$ cat config.mk
export PLATFORM = sky130hd
export DESIGN_NAME = icache_responder
export DESIGN_NICKNAME = d
export VERILOG_FILES = /design/src/rtl/icache_responder.sv
export SDC_FILE = /design/constraint.sdc
export NUM_CORES = 2
export LEC_CHECK = 0
export CORE_MARGIN = 2
export CORE_UTILIZATION = 50
export CTS_CLUSTER_SIZE = 28
export DETAILED_ROUTE_END_ITERATION = 12
export PLACE_DENSITY = 0.66
export SETUP_SLACK_MARGIN = 0.15
export SLEW_MARGIN = 20
export SYNTH_ARGS = -nofsm -noshare
export SYNTH_HDL_FRONTEND = slang
export SYNTH_SLANG_ARGS = --single-unit
$ cat constraint.sdc
create_clock -name CLK -period 6.2 [get_ports CLK]
set_input_delay 1.24 -clock CLK [delete_from_list [all_inputs] [get_ports CLK]]
set_output_delay 1.24 -clock CLK [all_outputs]
set_load 0.01 [all_outputs]
$ cat src/rtl/icache_responder.sv
// Direct-mapped, read-only instruction cache answering the fetch stage in the same cycle on a hit.
// Optional hit/miss counters are enabled with `define ICACHE_STATS_EN.
module icache_responder #(
  parameter int LINES          = 16,
  parameter int WORDS_PER_LINE = 4
) (
  input  logic        CLK,
  input  logic        RESET,
  input  logic [31:0] Instr_address_fIF,
  output logic [31:0] Instr1_2IF,
  output logic        STALL_2IF,
  input  logic        Inv,
  output logic        Mem_req,
  output logic [31:0] Mem_addr,
  input  logic        Mem_ack,
  input  logic [31:0] Mem_data
`ifdef ICACHE_STATS_EN
  ,
  output logic [31:0] Hit_count,
  output logic [31:0] Miss_count
`endif
);

  localparam int OB = $clog2(WORDS_PER_LINE);
  localparam int IB = $clog2(LINES);
  localparam int LW = 30 - OB;
  localparam int TW = LW - IB;

  typedef enum logic {
    S_IDLE,
    S_FILL
  } state_t;

  state_t            r_state;
  state_t            w_state_next;
  logic [LINES-1:0]  r_valid;
  logic [TW-1:0]     r_tag  [LINES];
  logic [31:0]       r_data [LINES*WORDS_PER_LINE];
  logic [LW-1:0]     r_line;
  logic [OB-1:0]     r_cnt;
  logic              r_kill;
  logic [31:0]       r_mem_addr;

  logic [OB-1:0]     w_off;
  logic [IB-1:0]     w_idx;
  logic [TW-1:0]     w_tag;
  logic [IB-1:0]     w_fill_idx;
  logic [TW-1:0]     w_fill_tag;
  logic              w_hit;
  logic              w_miss;
  logic              w_fill_ack;
  logic              w_last;
  logic              w_unused_bits;

  assign w_off         = Instr_address_fIF[OB+1:2];
  assign w_idx         = Instr_address_fIF[OB+IB+1:OB+2];
  assign w_tag         = Instr_address_fIF[31:OB+IB+2];
  assign w_unused_bits = ^Instr_address_fIF[1:0];
  assign w_fill_idx    = r_line[IB-1:0];
  assign w_fill_tag    = r_line[LW-1:IB];

  assign w_hit      = (r_state == S_IDLE) && r_valid[w_idx] && (r_tag[w_idx] == w_tag);
  assign w_miss     = (r_state == S_IDLE) && !w_hit;
  assign w_fill_ack = (r_state == S_FILL) && Mem_ack;
  assign w_last     = (r_cnt == OB'(WORDS_PER_LINE - 1));

  assign Instr1_2IF = w_hit ? r_data[{w_idx, w_off}] : 32'd0;
  assign STALL_2IF  = RESET && !w_hit;
  assign Mem_req    = (r_state == S_FILL);
  assign Mem_addr   = r_mem_addr;

  always_comb begin
    w_state_next = r_state;
    case (r_state)
      S_IDLE:  if (w_miss) w_state_next = S_FILL;
      S_FILL:  if (Mem_ack && w_last) w_state_next = S_IDLE;
      default: w_state_next = S_IDLE;
    endcase
  end

  always_ff @(posedge CLK or negedge RESET) begin
    if (!RESET) r_state <= S_IDLE;
    else        r_state <= w_state_next;
  end

  // Inv wins over a completing fill; kill keeps a line invalidated mid-fill from going valid.
  always_ff @(posedge CLK or negedge RESET) begin
    if (!RESET) begin
      r_valid    <= '0;
      r_line     <= '0;
      r_cnt      <= '0;
      r_kill     <= 1'b0;
      r_mem_addr <= 32'd0;
    end else begin
      if (r_state == S_IDLE) begin
        r_kill <= 1'b0;
        if (w_miss) begin
          r_line     <= Instr_address_fIF[31:OB+2];
          r_cnt      <= '0;
          r_mem_addr <= {Instr_address_fIF[31:OB+2], {(OB+2){1'b0}}};
        end
      end else if (Mem_ack && !w_last) begin
        r_cnt      <= r_cnt + 1'b1;
        r_mem_addr <= r_mem_addr + 32'd4;
      end
      if (Inv) begin
        r_valid <= '0;
        if (r_state == S_FILL) r_kill <= 1'b1;
      end else if (w_fill_ack && w_last && !r_kill) begin
        r_valid[w_fill_idx] <= 1'b1;
      end
    end
  end

  always_ff @(posedge CLK) begin
    if (w_fill_ack) r_data[{w_fill_idx, r_cnt}] <= Mem_data;
    if (w_fill_ack && w_last) r_tag[w_fill_idx] <= w_fill_tag;
  end

`ifdef ICACHE_STATS_EN
  logic [31:0] r_hit_count;
  logic [31:0] r_miss_count;

  always_ff @(posedge CLK or negedge RESET) begin
    if (!RESET) begin
      r_hit_count  <= 32'd0;
      r_miss_count <= 32'd0;
    end else begin
      if (w_hit)  r_hit_count  <= r_hit_count + 32'd1;
      if (w_miss) r_miss_count <= r_miss_count + 32'd1;
    end
  end

  assign Hit_count  = r_hit_count;
  assign Miss_count = r_miss_count;
`endif

endmodule

-- Word-level counts from Yosys, hierarchy flattened
Memory sizes are Yosys's and may differ from the RTL's.
Index checks and enable logic that the tools add are counted.
- bits in registers: 80
- bits in writable memories: 2432
- bits of input ports: 68
- output and inout bits: 66
- word-level logic and storage cells: 58
- memories: 2
- $add $sub $neg: 2
- magnitude comparators: 3
- eq/ne operators: 3
- muxes and demuxes: 23
- bitwise gates (word level): 2
- reductions and logical operators: 17
- memories (name ; depth ; bits a word ; read ports ; clocked after Yosys merged registers in ; write ports ; line ; source):
    r_data ; 64 ; 32 ; 1 ; 0 ; 1 ; 38 ; logic [31:0] r_data [LINES*WORDS_PER_LINE];
    r_tag ; 16 ; 24 ; 1 ; 0 ; 1 ; 37 ; logic [TW-1:0] r_tag [LINES];
- operators with widths (cell ; number):
    32-bit two-way mux ; 4
    32-bit by 3-bit adder with 32-bit output, second input constant ; 1
    16-bit two-way mux ; 2
    24-bit == test ; 1
    16-bit OR ; 1
    1-bit two-way mux ; 11
    1-bit logical AND ; 10
    4-bit by 5-bit less-than comparator with 1-bit output, second input constant ; 2
    2-bit two-way mux ; 3
    1-bit binary-select mux with 4-bit select ; 1
    1-bit demux with 4-bit select ; 1
    4-bit by 1-bit >= comparator with 1-bit output, second input constant ; 1
    2-bit AND reduction ; 2
    2-bit nonzero test ; 2
    1-bit logical NOT ; 3
    2-bit by 1-bit adder with 2-bit output, second input constant ; 1
    2-bit == test, second input constant ; 1
    2-bit by 1-bit inequality test with 1-bit output, second input constant ; 1
    1-bit case mux with 2 select lines ; 1
    1-bit inverter ; 1

-- Logic depth before layout (Yosys ltp)
- word-level depth: 8
- mapped depth: 18
- depth with buffers taken out: 8

-- Worst setup path after synthesis
Ideal clock, no wire load.
- kind: in2out
- start point: in Instr_address_fIF[5]
- end point: out Instr1_2IF[10]
- data arrival time: 4.576 ns
- required time: 4.960 ns
- slack: 0.384 ns
- cell stages on the path: 15
- path buffers: 8
- cells stage by stage: clkbuf_1 -> buf_2 -> buf_4 -> buf_4 -> buf_2 -> mux4_2 -> mux4_2 -> xnor2_1 -> o2111ai_1 -> or4b_1 -> buf_2 -> nor2_1 -> buf_2 -> clkbuf_2 -> and2_1
- word-level cells in the longest chain between the ends: 5
- elaborated cells between the ends (all ways): 8
- classes of those cells: 1 x eq/ne; 3 x mux; 2 x reduce/logical; 2 x memory
- ends and longest elaborated chain (item ; line ; source):
    from (decl) ; 9 ; input logic [31:0] Instr_address_fIF,
    branches (longest 4 deep; another with memory read 16 x 24 bit) ; -- ;
    32-bit two-way mux * ; 67 ; assign Instr1_2IF = w_hit ? r_data[{w_idx, w_off}] : 32'd0;
    to (decl) ; 10 ; output logic [31:0] Instr1_2IF,
Mark *: on every way between the ends. The select of a mux whose other input is x is not followed.

-- Worst setup path in the final report
- start point: in Instr_address_fIF[6]
- end point: out STALL_2IF
- word-level cells in the longest chain between the ends: 6
- elaborated cells between the ends (all ways): 8
- classes of those cells: 1 x eq/ne; 2 x mux; 4 x reduce/logical; 1 x memory
- ends and longest elaborated chain (item ; line ; source):
    branches (longest 3 deep; another with memory read 16 x 24 bit) ; -- ;
    1-bit logical AND * ; 62 ; assign w_hit = (r_state == S_IDLE) && r_valid[w_idx] && (r_tag[w_idx] == w_tag);
    1-bit logical NOT * ; 68 ; assign STALL_2IF = RESET && !w_hit;
    1-bit logical AND * ; 68 ;
    to (decl) ; 11 ; output logic STALL_2IF,
Marked as above.

==> run summary <==
most frequent cells in the layout = 2,432 x edfxtp_1, 747 x mux4_2, 239 x clkbuf_16
share of cells above drive strength 1 = 32.0%
vias in the first global route = 46,368
VDD IR-drop max = 0.337 mV
Seq/Total Area, Yosys = 77.3%
DRC viols = 0
CP max-delay cell = or4b_1
combinational family with the most area after synthesis = multiplexers
Yosys reg bits = 2,510
commonest non-fill, non-tap cell in the layout = edfxtp_1
pin count of the biggest net entering global routing = 65
fin crit period = 5960 ps
global-route wire length before repair = 349 mm
switching power share of the total = 23.8%
final setup vio count = 0
core area = 193,000 µm²
XOR/XNOR share of the synthesized area = 0.226%
Worst-Margin Slew = 1170 ps
crit path cell chain = clkdlybuf4s50_1 -> buf_4 -> buf_6 -> buf_12 -> nand2b_4 -> o22ai_2 -> a22oi_2 -> o2111ai_2 -> or4b_1 -> nand4bb_4 -> buf_6 -> nand2b_1 -> and2_1 -> clkdlybuf4s50_1
Total GRT Usage = 25.1%
Cell variety after synth = 71
CTS Root Cell = clkbuf_16
critical path peak fanout = 13
critical path class = input port to output port
run status = finished, final reports clean
sequential share of power = 53.7%
M1 WL = 98.4 mm
Clk Latency, worst-skew pair = 890 ps
Req. time, crit path = 4960 ps
routed vias/inst = 6.44
wire per inst = 34.0 µm
area grow syn2layout = 15.1%
io pins = 134
Final #Nets = 4,587
clk_skew = 60.4 ps
asr flop ratio synth = 3.11%
Final ANT Viol Nets = 0
part of the power in combinational logic = 9.1%
Placed Cells = 6,793
Netlist Area Pre-Place = 97,000 µm²
Crit path max-delay family = buffers and inverters
met3 WL = 21.8 mm
PwrDens = 341 nW/µm²
mux cell area share after synthesis = 18.4%
Post-synth EDFFs = 2,432
DP HPWL = 139 mm
Mapped Cells = 4,112
simple-gate portion of the synthesized area = 1.72%
startpoint types = input port
Hold Path Class = input port to asynchronous set/reset pin
clock buffer depth = 3
slowest stage delay, CP = 550 ps
Synth Area in Compound Gates = 1.22%
DIE AREA = 198,000 µm²
yosys warns = 0
gr ovfl total = 0
Max Used Layer = met5
Pleak = 35.5 nW
port bufs = 129
Arrival @ worst endpoint = 4720 ps
Buf+Inv Stages, Crit Path = 6
CTS tree = built
Fin. Hold Viols = 0
final core utilization = 58.0%
Worst-path clk slew = 60 ps
initial antenna violation count = 14
gpl congestion = 0.832
DR WL met2 = 120 mm
P_int = 29.0 mW
Detailed Route WL = 247 mm
syn_area_per_cell = 23.6 µm²
Die Ht = 444 µm
Clock power frac = 37.2%
Synth Flop Type = edfxtp_1
Setup crit end kind = output port
DR vias = 46,793
TritonCTS Buffers = 237
Slew Viols, Final = 0
DR iter-0 viols = 6,439
period utilisation layout = 96.2%
fmax = 0.168 GHz
Sw Pwr = 9.04 mW
filler cell count = 13,577
FP Rows = 161
Slew headroom = 21.9%
clock sinks = 2,510
Die W = 444 µm
Post-Synth Adder-Cell Area = 0.0258%
Non-Filler Instances = 7,262
H-tree levels = 4
max cap viols = 0
unrepaired setup endpoints after global routing = no
Initial Utilization = 50.4%
Pre-antenna DRT Iters = 5
-- sequential cells by signal, indices dropped and copies added, names as in the netlist --
register	flops
r_line	28
r_cnt	2
r_tag	384
Mem_addr	30
r_valid	16
r_data	2048
Mem_req	1
r_kill	1
-- metal layers --
metal  global-route usage [%]  vias to the layer above
met5                        0                        -
met4                     7.30                        4
met3                     4.74                      363
met2                     39.5                     2381
met1                     36.3                    25525
li1                         -                    18520
-- cells by family after synthesis --
logic type,after synthesis
muxes,847
adders and majority gates,2
and+or+nand+nor,335
DFF,2510
AOI/OAI and AO/OA,160
buffers and inverters,232
other,1
xor gates and xnor gates,25
-- power groups by stage --
stage,clock network [mW],registers [mW],logic (mW)
floorplan,0,20.5,1.77
global placement,0,20.7,3.39
detailed placement,0,20.8,3.45
CTS,14.3,20.4,3.47
global route,15.0,20.5,3.64
finish,14.2,20.4,3.47
-- area by class of cell --
type	count	area (µm²)	area share (%)
clock buffers	307	6260	5.61
flip-flops and latches	2510	75000	67.2
multi-input cells	1371	21700	19.5
diodes	17	42.5	0.0381
well taps	2526	3160	2.83
repair buffers	385	4060	3.64
clock inverters	134	1310	1.18
inverters	12	50.0	0.0448
-- repair_timing --
action,4_1_cts,5_1_grt
gates cloned,0,2
endpoints found under the setup margin,33,28
hold buffers,0,0
pin swaps,2,3
hold endpoints to repair,0,0
setup buffers,4,1
resized for setup,26,42
-- worst paths after layout --
kind	start	depth (start not counted)	slack, ps	to
min reg2reg	r_valid[7]	2	500	r_valid[7]
max	Instr_address_fIF[6]	14	240	STALL_2IF
min in group CLK	r_valid[7]	2	500	r_valid[7]
max reg2reg	r_tag[6][13]	10	2600	r_line[14]
min	RESET	1	260	r_line[23]
max in group asynchronous	RESET	2	4710	r_valid[8]
-- synth_stat cells, types with 11 or more instances --
library cell / count / area share, %
buf_1: 13 / 0.050
a21oi_1: 26 / 0.13
o221a_1: 18 / 0.21
inv_1: 11 / 0.043
xnor2_1: 20 / 0.18
dfrtp_1: 78 / 2.0
a211oi_1: 13 / 0.10
buf_2: 12 / 0.062
o22ai_1: 12 / 0.077
a22oi_1: 21 / 0.16
nand3_1: 22 / 0.11
a22o_1: 11 / 0.099
o21ai_0: 26 / 0.13
clkbuf_1: 171 / 0.66
nand2_1: 48 / 0.19
nor2_1: 134 / 0.52
and2_1: 38 / 0.25
mux2_2: 36 / 0.42
mux2i_1: 63 / 0.65
mux4_2: 747 / 17
edfxtp_1: 2432 / 75
and3_1: 12 / 0.077
nor3_1: 13 / 0.067
-- metrics by stage --
step | setup slack [ps] | total power [mW] | hold WS, ps | setup TNS [ps] | cell area, µm²
floorplan | 384 | 22.3 | 457 | 0 | 97000
global placement | -176 | 24.1 | 473 | -5070 | 103000
detailed placement | -228 | 24.2 | 479 | -6850 | 104000
CTS | 66.4 | 38.2 | 209 | 0 | 111000
global route | 136 | 39.1 | 236 | 0 | 112000
finish | 237 | 38.0 | 265 | 0 | 112000
Note: power is estimated with default switching activity, not from simulation.
